--- src/rtl/fp16_lane_serializer.sv ---
// fp16_lane_serializer: takes packed words of LANES fp16 values and emits one
// fp16 value per cycle in lane order. It supports partial words through a lane
// count and tracks the end of the stream. Data is passed bit-exact.
module fp16_lane_serializer #(
  parameter int LANES = 4,
  parameter int CNT_W = $clog2(LANES + 1),
  parameter int IDX_W = $clog2(LANES)
) (
  input  logic                  clk_i,
  input  logic                  rst_ni,
  input  logic                  in_valid_i,
  output logic                  in_ready_o,
  input  logic [16*LANES-1:0]   in_data_i,
  input  logic [CNT_W-1:0]      in_count_i,
  input  logic                  in_last_i,
  output logic                  out_valid_o,
  input  logic                  out_ready_i,
  output logic [15:0]           out_fp16_o,
  output logic [IDX_W-1:0]      out_lane_o,
  output logic                  out_last_o,
  output logic                  last_dropped_o
);

  typedef enum logic {
    EMPTY = 1'b0,
    BUSY  = 1'b1
  } state_e;

  state_e              state_q;
  logic [16*LANES-1:0] buf_q;
  logic [IDX_W-1:0]    idx_q;
  logic [CNT_W-1:0]    cnt_q;
  logic                last_q;
  logic                drop_q;

  logic [CNT_W-1:0]    cnt_d;
  logic                zero_cnt;
  logic                final_lane;
  logic                out_hs;
  logic                accept;
  logic                busy;
  logic [15:0]         lane_w [LANES];

  // Unpack the buffered word into individual fp16 lanes for the output mux.
  generate
    for (genvar gi = 0; gi < LANES; gi++) begin : g_lane
      assign lane_w[gi] = buf_q[16*gi +: 16];
    end
  endgenerate

  // Handshake decode. in_ready_o only depends on out_ready_i when the final
  // lane of the buffered word is being handed off, so a new word can be
  // captured in the same edge and no bubble appears between words.
  always_comb begin
    cnt_d      = (in_count_i > CNT_W'(LANES)) ? CNT_W'(LANES) : in_count_i;
    zero_cnt   = (in_count_i == '0);
    busy       = (state_q == BUSY);
    final_lane = ((CNT_W'(idx_q) + CNT_W'(1)) == cnt_q);
    out_hs     = busy && out_ready_i;
    in_ready_o = !busy || (out_hs && final_lane);
    accept     = in_valid_i && in_ready_o;
  end

  // Output view of the buffer; idle outputs are forced to zero.
  always_comb begin
    out_valid_o    = busy;
    out_fp16_o     = busy ? lane_w[idx_q] : 16'h0000;
    out_lane_o     = busy ? idx_q : '0;
    out_last_o     = busy && last_q && final_lane;
    last_dropped_o = drop_q;
  end

  // Control FSM with word buffer, lane index and drop pulse.
  always_ff @(posedge clk_i or negedge rst_ni) begin
    if (!rst_ni) begin
      state_q <= EMPTY;
      buf_q   <= '0;
      idx_q   <= '0;
      cnt_q   <= '0;
      last_q  <= 1'b0;
      drop_q  <= 1'b0;
    end else begin
      // A zero-count word is consumed without output. If it closes the
      // stream, downstream is told through a one-cycle pulse.
      drop_q <= accept && zero_cnt && in_last_i;
      case (state_q)
        EMPTY: begin
          if (accept && !zero_cnt) begin
            buf_q   <= in_data_i;
            cnt_q   <= cnt_d;
            last_q  <= in_last_i;
            idx_q   <= '0;
            state_q <= BUSY;
          end
        end
        BUSY: begin
          if (out_ready_i) begin
            if (!final_lane) begin
              idx_q <= idx_q + IDX_W'(1);
            end else if (accept && !zero_cnt) begin
              buf_q  <= in_data_i;
              cnt_q  <= cnt_d;
              last_q <= in_last_i;
              idx_q  <= '0;
            end else begin
              idx_q   <= '0;
              state_q <= EMPTY;
            end
          end
        end
        default: state_q <= EMPTY;
      endcase
    end
  end

endmodule

--- config.mk ---
export PLATFORM = sky130hd
export DESIGN_NAME = fp16_lane_serializer
export DESIGN_NICKNAME = d
export VERILOG_FILES = /design/src/rtl/fp16_lane_serializer.sv
export SDC_FILE = /design/constraint.sdc
export NUM_CORES = 1
export LEC_CHECK = 0
export CORE_ASPECT_RATIO = 0.9
export CORE_UTILIZATION = 50
export DETAILED_ROUTE_END_ITERATION = 12
export PLACE_DENSITY_LB_ADDON = 0.05
export SYNTH_ARGS = -nofsm -noshare
export SYNTH_HDL_FRONTEND = slang
export SYNTH_SLANG_ARGS = --single-unit
--- constraint.sdc ---
create_clock -name clk_i -period 6.4 [get_ports clk_i]
set_clock_uncertainty 0.2 [all_clocks]
set_input_delay 1.28 -clock clk_i [delete_from_list [all_inputs] [get_ports clk_i]]
set_output_delay 1.28 -clock clk_i [all_outputs]
set_load 0.01 [all_outputs]
==> summary by stage, run 1 <==
Clock network
The clock tree from TritonCTS is done. After clock tree synthesis, the clock-pin slew on the worst setup and hold paths is 70 ps. The number of buffers inserted by post-CTS setup repair is 0.

Clock tree synthesis selected as its root buffer the cell sky130_fd_sc_hd__clkbuf_8. The clock passes through at most 2 buffers. The insertion delay of the later-clocked pin in the worst-skew pair is 330 ps. In this run, post-CTS hold repair placed 0 buffers.

CTS built an H-tree with a depth of 3. For this design, the sink count on the clock tree is 72. Buffers inserted during clock tree synthesis total 9.

The total of cells resized after clock tree synthesis is 0.

Worst setup path
The highest net fanout along the worst path is 4. The classification of the worst setup path is in2out. The data required time at the worst endpoint is between 4000 and 5000 ps. The critical path arrival is 3050 ps. The worst setup path is captured at a primary output.

Traced cell by cell, the critical path runs through clkdlybuf4s50_1 > inv_1 > o41a_1 > inv_1 > clkdlybuf4s50_1. The worst stage delay on the critical path is 550 ps. The slowest stage of the critical path belongs to the cell sky130_fd_sc_hd__clkdlybuf4s50_1. The startpoint type of the worst setup path is a primary input.

Broken down by cell family, the worst path's largest delay share belongs to buffers and inverters. The number of buffer and inverter stages on the critical path is 4.

Hold path
The kind of path behind the tightest hold check is reg2reg.

Timing
The setup total negative slack is 0 ps. The count of final setup violators is 0. The actual slew at the worst max-slew pin is 1100 ps.

The highest clock rate is 0.221 GHz. The total count of max-transition violations in the final report is 0. After layout, the worst path uses 70.7% of the clock period.

The headroom to the max-slew limit is a little over a quarter. Setup repair after global routing left no endpoint under its margin. The post-route minimum period is approximately 4500 ps.

The final hold violation count came to 0.

Logic synthesis
The number of synthesized register bits is 72. The number of unique standard cell types used by synthesis is 28. Summing every instance area after synthesis gives 0.00326 sq mm.

The mean instance size in the synthesized netlist is ~15 sq um. The number of instances in the synthesized netlist is ~210. The total nets after synthesis is 284. The sequential element share of the synthesized area is between 50% and 60%.

Of all cell types, the one taking the most synthesized area is sky130_fd_sc_hd__dfrtp_1. The Yosys step of the flow raised 0 warnings. The proportion of netlist area held by the largest area contributor is a little under three fifths. Sorting the synthesized cells by area gives the leading types as sky130_fd_sc_hd__dfrtp_1 55%, sky130_fd_sc_hd__mux2_1 22%, sky130_fd_sc_hd__mux4_2 11%, sky130_fd_sc_hd__and2_1 3.5%, sky130_fd_sc_hd__buf_4 1.4%.

Routing
The pre-antenna-repair detailed-routing pass consisted of 4 iterations. Summed over all layers, the routed wires come to 6260 um. The detailed router finished its first iteration with 108 violations. The post-detailed-route DRC marker count is 0. The number of vias in the routed layout is 2080. The detail route stage leaves a number of antenna-violating nets equal to 0.

The via count normalized by instance count is 5.23. In the final routed layout, each cell accounts on average for 15.7 um.

Cells and area
Leaving out fill and tap cells, the most frequent cell in the layout is sky130_fd_sc_hd__clkdlybuf4s50_1. Cells with a size suffix above 1 make up ~12% of the layout. The library cells used most frequently in the layout, excluding fill and tap cells, are 92 x sky130_fd_sc_hd__clkdlybuf4s50_1, 72 x sky130_fd_sc_hd__dfrtp_1, 64 x sky130_fd_sc_hd__mux2_1. After the last flow step, the layout net total stands at 379. The final standard cell area without fillers is 0.00442 sq mm. The filler cell count is 490. Summing all multi-input logic gate instances after layout gives ~0.0014 sq mm. The sequential cell area in the final layout is 0.00180 sq mm.

The total inserted antenna cells is 0. Relative to the synthesized area, the layout overhead comes to 35.4%.

Die
Pin placement for this block handled 94 I/O pins. In this run the horizontal extent of the chip is 87.2 um. The floorplan has 27 rows. The starting density of the core is 52.5%. The die is about 79 um tall. The placeable core area is 0.00622 sq mm. The area of the die is 0.00685 sq mm.

Global routing
The maximum number of pins on one net before global-route repair is 73. The total overflow reported by the global router is 0. Global routing consumed, over all layers together, 20.3% of the routing resources. The number of antenna violations at the first check in global routing is 0.

The via count of the first global-routing pass is 2111. The first global-routing pass estimated 10400 um of wire.

Placement
After detailed placement, the total cell area comes to 0.00425 sq mm. The number of input and output port buffers inserted is 93. The estimated wirelength of the detail-placed design is 4260 um. The final weighted congestion in routability-driven placement is 0.792.

Power and ir drop
In this run the static leakage power is 1.84 nW. For this design the ratio of total power to cell area is 505 mW/mm^2. The peak supply drop is 0.249 mV.

Job
Max-cap violations in this run came to 0.

Run status
The flow ran to the end, and the final reports show no timing, DRC or antenna violations.
==> cells by family after synthesis <==
| group | Yosys count | synth area share [%] |
|---|---|---|
| multiplexers | 81 | 33.5 |
| AO/OA/AOI/OAI | 9 | 2.11 |
| AND/OR/NAND/NOR | 31 | 5.68 |
| flip-flops | 72 | 55.2 |
| adder cells (fa/ha/maj) | 1 | 0.383 |
| buffers and inverters | 14 | 2.34 |
| XOR/XNOR | 3 | 0.805 |
==> Yosys cell counts <==
| library cell | instances |
|---|---|
| sky130_fd_sc_hd__nand2_1 | 4 |
| sky130_fd_sc_hd__dfrtp_1 | 72 |
| sky130_fd_sc_hd__mux4_2 | 16 |
| sky130_fd_sc_hd__a22o_1 | 2 |
| sky130_fd_sc_hd__clkbuf_1 | 3 |
| sky130_fd_sc_hd__a31oi_1 | 2 |
| sky130_fd_sc_hd__buf_1 | 2 |
| sky130_fd_sc_hd__nand3_1 | 1 |
| sky130_fd_sc_hd__ha_1 | 1 |
| sky130_fd_sc_hd__mux2_2 | 1 |
| sky130_fd_sc_hd__and2_1 | 18 |
| sky130_fd_sc_hd__xnor2_1 | 1 |
| sky130_fd_sc_hd__inv_1 | 2 |
| sky130_fd_sc_hd__nor2_1 | 2 |
| sky130_fd_sc_hd__nand3b_1 | 1 |
| sky130_fd_sc_hd__buf_4 | 6 |
| sky130_fd_sc_hd__o41a_1 | 1 |
| sky130_fd_sc_hd__mux2_1 | 64 |
| sky130_fd_sc_hd__a32o_1 | 1 |
| sky130_fd_sc_hd__o31ai_1 | 1 |
| sky130_fd_sc_hd__buf_2 | 1 |
| sky130_fd_sc_hd__xor2_1 | 2 |
| sky130_fd_sc_hd__nand2b_1 | 1 |
| sky130_fd_sc_hd__nor2_4 | 1 |
| sky130_fd_sc_hd__or3_1 | 1 |
| sky130_fd_sc_hd__nor3b_1 | 1 |
| sky130_fd_sc_hd__a21oi_1 | 2 |
| sky130_fd_sc_hd__and3_1 | 1 |
==> per-layer routing <==
| metal | track usage, % | vias up | wire [um] |
|---|---|---|---|
| met3 | 7.05 | 4 | 427 |
| met2 | 32.6 | 70 | 3050 |
| li1 | - | 956 | - |
| met1 | 26.4 | 1050 | 2740 |
| met5 | 0 | - | 0 |
| met4 | 4.92 | 0 | 47 |
==> where the power goes <==
group          internal (mW)  total (mW)  switching, mW  leakage (nW)
clock                  0.149       0.300          0.151        0.0899
combinational          0.697        1.10          0.399         0.883
sequential             0.688       0.834          0.147         0.864
total                   1.53        2.23          0.697          1.84
==> worst reg2reg max path: cells and delay by family, from the launching register on <==
family / cells / cell delay [ps]
AOI/OAI and AO/OA: 1 / 480
adders and majority gates: 1 / 410
buffers and inverters: 1 / 400
DFF: 1 / 920
muxes: 1 / 350
xor gates and xnor gates: 1 / 190
and+or+nand+nor: 1 / 870
==> final timing paths <==
| check | slack (ps) | startpoint | cells after the start | to |
|---|---|---|---|---|
| setup / recovery | 1870 | out_ready_i | 5 | in_ready_o |
| hold / removal | 280 | buf_q[46]$_DFFE_PN0P_ | 1 | buf_q[46]$_DFFE_PN0P_ |
| setup reg to reg | 2450 | idx_q[1]$_DFFE_PN0P_ | 6 | buf_q[54]$_DFFE_PN0P_ |
| hold reg to reg | 280 | buf_q[46]$_DFFE_PN0P_ | 1 | buf_q[46]$_DFFE_PN0P_ |
| max in group asynchronous | 4540 | rst_ni | 1 | buf_q[53]$_DFFE_PN0P_ |
| min in group asynchronous | 880 | rst_ni | 1 | buf_q[12]$_DFFE_PN0P_ |
==> registers in the layout, indices dropped and copies added, names as in the netlist <==
signal          cells
out_valid_o         1
last_dropped_o      1
idx_q               2
cnt_q               3
last_q              1
buf_q              64
==> metrics by stage <==
stage | util [%] | setup WS (ps) | power, mW | instances | hold WS, ps
3_5_place_dp | 68.4 | 1890 | 1.96 | 382 | 269
6_report | 71.1 | 1870 | 2.23 | 398 | 277
3_3_place_gp | 68.4 | 1930 | 1.93 | 382 | 264
2_1_floorplan | - | 2980 | 1.51 | 211 | 252
4_1_cts | 71.1 | 1850 | 2.27 | 398 | 285
5_1_grt | 71.1 | 1760 | 2.39 | 398 | 301
==> area by class of cell <==
| class | count | share of cell area (%) |
|---|---|---|
| sequential | 72 | 40.8 |
| multi-input combinational | 125 | 31.3 |
| timing repair buffer | 96 | 21.5 |
| clock buffer | 12 | 3.28 |
| tap | 87 | 2.46 |
| clock inverter | 4 | 0.453 |
| inverter | 2 | 0.170 |
Note: power is estimated with default switching activity, not from simulation.
==> run 2: changes to the inputs <==
--- a/config.mk
+++ b/config.mk
@@ -6,7 +6,7 @@
 export NUM_CORES = 1
 export LEC_CHECK = 0
 export CORE_ASPECT_RATIO = 0.9
-export CORE_UTILIZATION = 50
+export CORE_UTILIZATION = 47
 export DETAILED_ROUTE_END_ITERATION = 12
 export PLACE_DENSITY_LB_ADDON = 0.05
 export SYNTH_ARGS = -nofsm -noshare
==> constraint.sdc (replaced) <==
create_clock -name clk_i -period 4.3 [get_ports clk_i]
set_clock_uncertainty 0.2 [all_clocks]
set_input_delay 0.86 -clock clk_i [delete_from_list [all_inputs] [get_ports clk_i]]
set_output_delay 0.86 -clock clk_i [all_outputs]
set_load 0.01 [all_outputs]
==> run 2 against run 1 <==
Compared with the run above: register-to-register slack got worse by 740 ps; critical path depth unchanged; sequential power increased by 45%; non-clock buffer count unchanged; core utilization decreased by 3.8 points; hold slack improved by 7.0 ps; clock-buffer cell count decreased by 2; sequential share of layout area decreased by 0.57 points; critical path type unchanged; critical endpoint unchanged; largest cell class unchanged; largest power group unchanged.
==> summary by stage, run 2 (same netlist as run 1, synthesis figures left out) <==
Routing
Before antenna repair, the detailed router went through 4 iterations. Using the TritonRoute via totals, the vias-per-cell ratio works out to around 5.1. The first routing iteration left 66 violations. The final wirelength is 6260 um. The post-detailed-route DRC marker count is 0. The detail route stage leaves a number of antenna-violating nets equal to 0. Across all layers, the routed design uses 2045 vias.

Dividing the detail-routed wire length by the instance count gives 15.6 um.

Die
The initialized floorplan defines 28 standard-cell rows. After floorplanning, the core was sized to cover 0.00666 sq mm. The height of the chip is 81.0 um. Once the floorplan was initialized, standard cells occupied 49.0% of the core. Pin placement for this block handled between 90 and 100 I/O pins. The die covers 0.00728 sq mm. The die span in x is approximately 90 um.

Global routing
The global-route total usage across every layer is 19.1%. The number of antenna violations at the first check in global routing came to 0. The first global-routing pass estimated 10300 um of wire.

The routing usage on met3 is 5.52%. The met2 routing resource usage after global routing is 29.8%. The layer with the highest usage after global routing is met2.

The maximum number of pins on one net before global-route repair is 73. The total overflow reported by the global router is 0. For met1 alone, demand over resource in global routing was 25.2%. The via count of the first global-routing pass was 2085.

Cells and area
The flip-flop count of the largest register after layout is 64. The largest registers in the layout are buf_q (64), cnt_q (3), idx_q (2). The repair_antennas step left the layout with diodes totalling 0. From synthesis to final layout, the design area changed by 37.3%. The top cell types in the final layout, fill and taps aside, are 92 x sky130_fd_sc_hd__clkdlybuf4s50_1, 72 x sky130_fd_sc_hd__dfrtp_1, 64 x sky130_fd_sc_hd__mux2_1. The non-filler instance count after layout is around 400. The post-layout net count is 379. Ranked by flip-flop count, first place goes to buf_q. The fraction of layout cells with a size suffix above 1 is 11.9%. The most common cell after layout, fill and taps aside is sky130_fd_sc_hd__clkdlybuf4s50_1.

Timing
The smallest clock period supported by the final layout is computed as approximately 3700 ps. The count of final setup violators is 0. The actual slew at the worst max-slew pin is 899 ps. The final critical path takes up around 85% of the cycle. The total count of max-transition violations in the final report is 0. The final hold violation count was 0. The headroom to the max-slew limit is 40.1%.

The highest clock rate is 0.273 GHz. Setup repair after global routing left no endpoint under its margin. The setup total negative slack is 0 ps.

Placement
Once placement completed, the tool counted placed cells totaling 385. The final weighted congestion in routability-driven placement is 0.746. The estimated wirelength of the detail-placed design is 4170 um. The count of buffers added on input and output ports is 93.

Clock network
The maximum root-to-sink buffer count is 2. TritonCTS built the clock tree. Gates resized during post-CTS repair numbered 0. Clock tree synthesis found a total of 72 sinks. The number of hold-repair buffers added at the cts stage is 0. Clock-pin slew was measured on the worst setup and hold paths at ~80 ps.

The library cell used as clock root buffer is sky130_fd_sc_hd__clkbuf_8. The number of levels the H-tree was split into is 3. The clock buffer count from CTS is 9. The insertion delay of the later-clocked pin in the worst-skew pair is 340 ps. The number of buffers inserted by post-CTS setup repair is 0.

Worst setup path
The worst setup path is launched from a primary input. The highest net fanout along the worst path is 4. The classification of the worst setup path is in2out. The data required time at the worst endpoint is 3240 ps. For the worst setup path, the data arrival time is between 2000 and 3000 ps.

The critical path capture point type is a primary output.

Hold path
The kind of path behind the tightest hold check is reg2reg.

Run status
The flow ran to the end, and the final reports show no timing, DRC or antenna violations.

Power and ir drop
The peak supply drop is 0.331 mV. The power density normalized to cell area is 770 mW/mm^2. The leakage power is 1.86 nW.

Job
Max-cap violations in this run came to 0.
==> run 2: critical path, cell delays in order <==
cell and delay (ps):
sky130_fd_sc_hd__clkdlybuf4s50_1 500, sky130_fd_sc_hd__inv_1 80, sky130_fd_sc_hd__o41a_1 490, sky130_fd_sc_hd__inv_1 130
sky130_fd_sc_hd__clkdlybuf4s50_1 550
==> run 2: metal layers <==
layer  vias up  wire length (um)
met4         0                99
li1        956                 -
met3        11               276
met1      1018              2950
met2        60              2940
met5         -                 0
==> run 2: final timing paths <==
check	from	end	slack [ps]	depth (start not counted)
min in group asynchronous	rst_ni	buf_q[15]$_DFFE_PN0P_	430	1
max in group asynchronous	rst_ni	buf_q[24]$_DFFE_PN0P_	2880	1
max	out_ready_i	in_ready_o	630	5
max reg2reg	idx_q[0]$_DFFE_PN0P_	buf_q[7]$_DFFE_PN0P_	1710	6
min	buf_q[45]$_DFFE_PN0P_	buf_q[45]$_DFFE_PN0P_	280	1
min reg2reg	buf_q[45]$_DFFE_PN0P_	buf_q[45]$_DFFE_PN0P_	280	1
==> run 2: cell type report <==
| cell class | instances | area (sq um) |
|---|---|---|
| clock inverters | 6 | 83.8 |
| repair buffers | 96 | 963 |
| flip-flops and latches | 72 | 1800 |
| well taps | 90 | 113 |
| multi-input cells | 125 | 1390 |
| fillers | 496 | 2170 |
| clock buffers | 10 | 128 |
| inverters | 2 | 7.51 |
==> run 2: power by group <==
part           switching, mW  leakage (nW)  internal, mW
Sequential             0.185         0.864          1.02
Clock                  0.247         0.110         0.325
Combinational          0.624         0.885          1.05
Total                   1.06          1.86          2.39
==> run 2: per-stage QoR <==
stage / area (sq um) / utilization (%) / setup slack (ps) / hold slack (ps) / total power [mW]
floorplan: 3260 / - / 1720 / 252 / 2.25
global placement: 4270 / 64.2 / 665 / 263 / 2.89
detailed placement: 4270 / 64.2 / 633 / 272 / 2.93
CTS: 4480 / 67.3 / 623 / 290 / 3.51
global route: 4480 / 67.3 / 558 / 305 / 3.70
finish: 4480 / 67.3 / 630 / 284 / 3.45
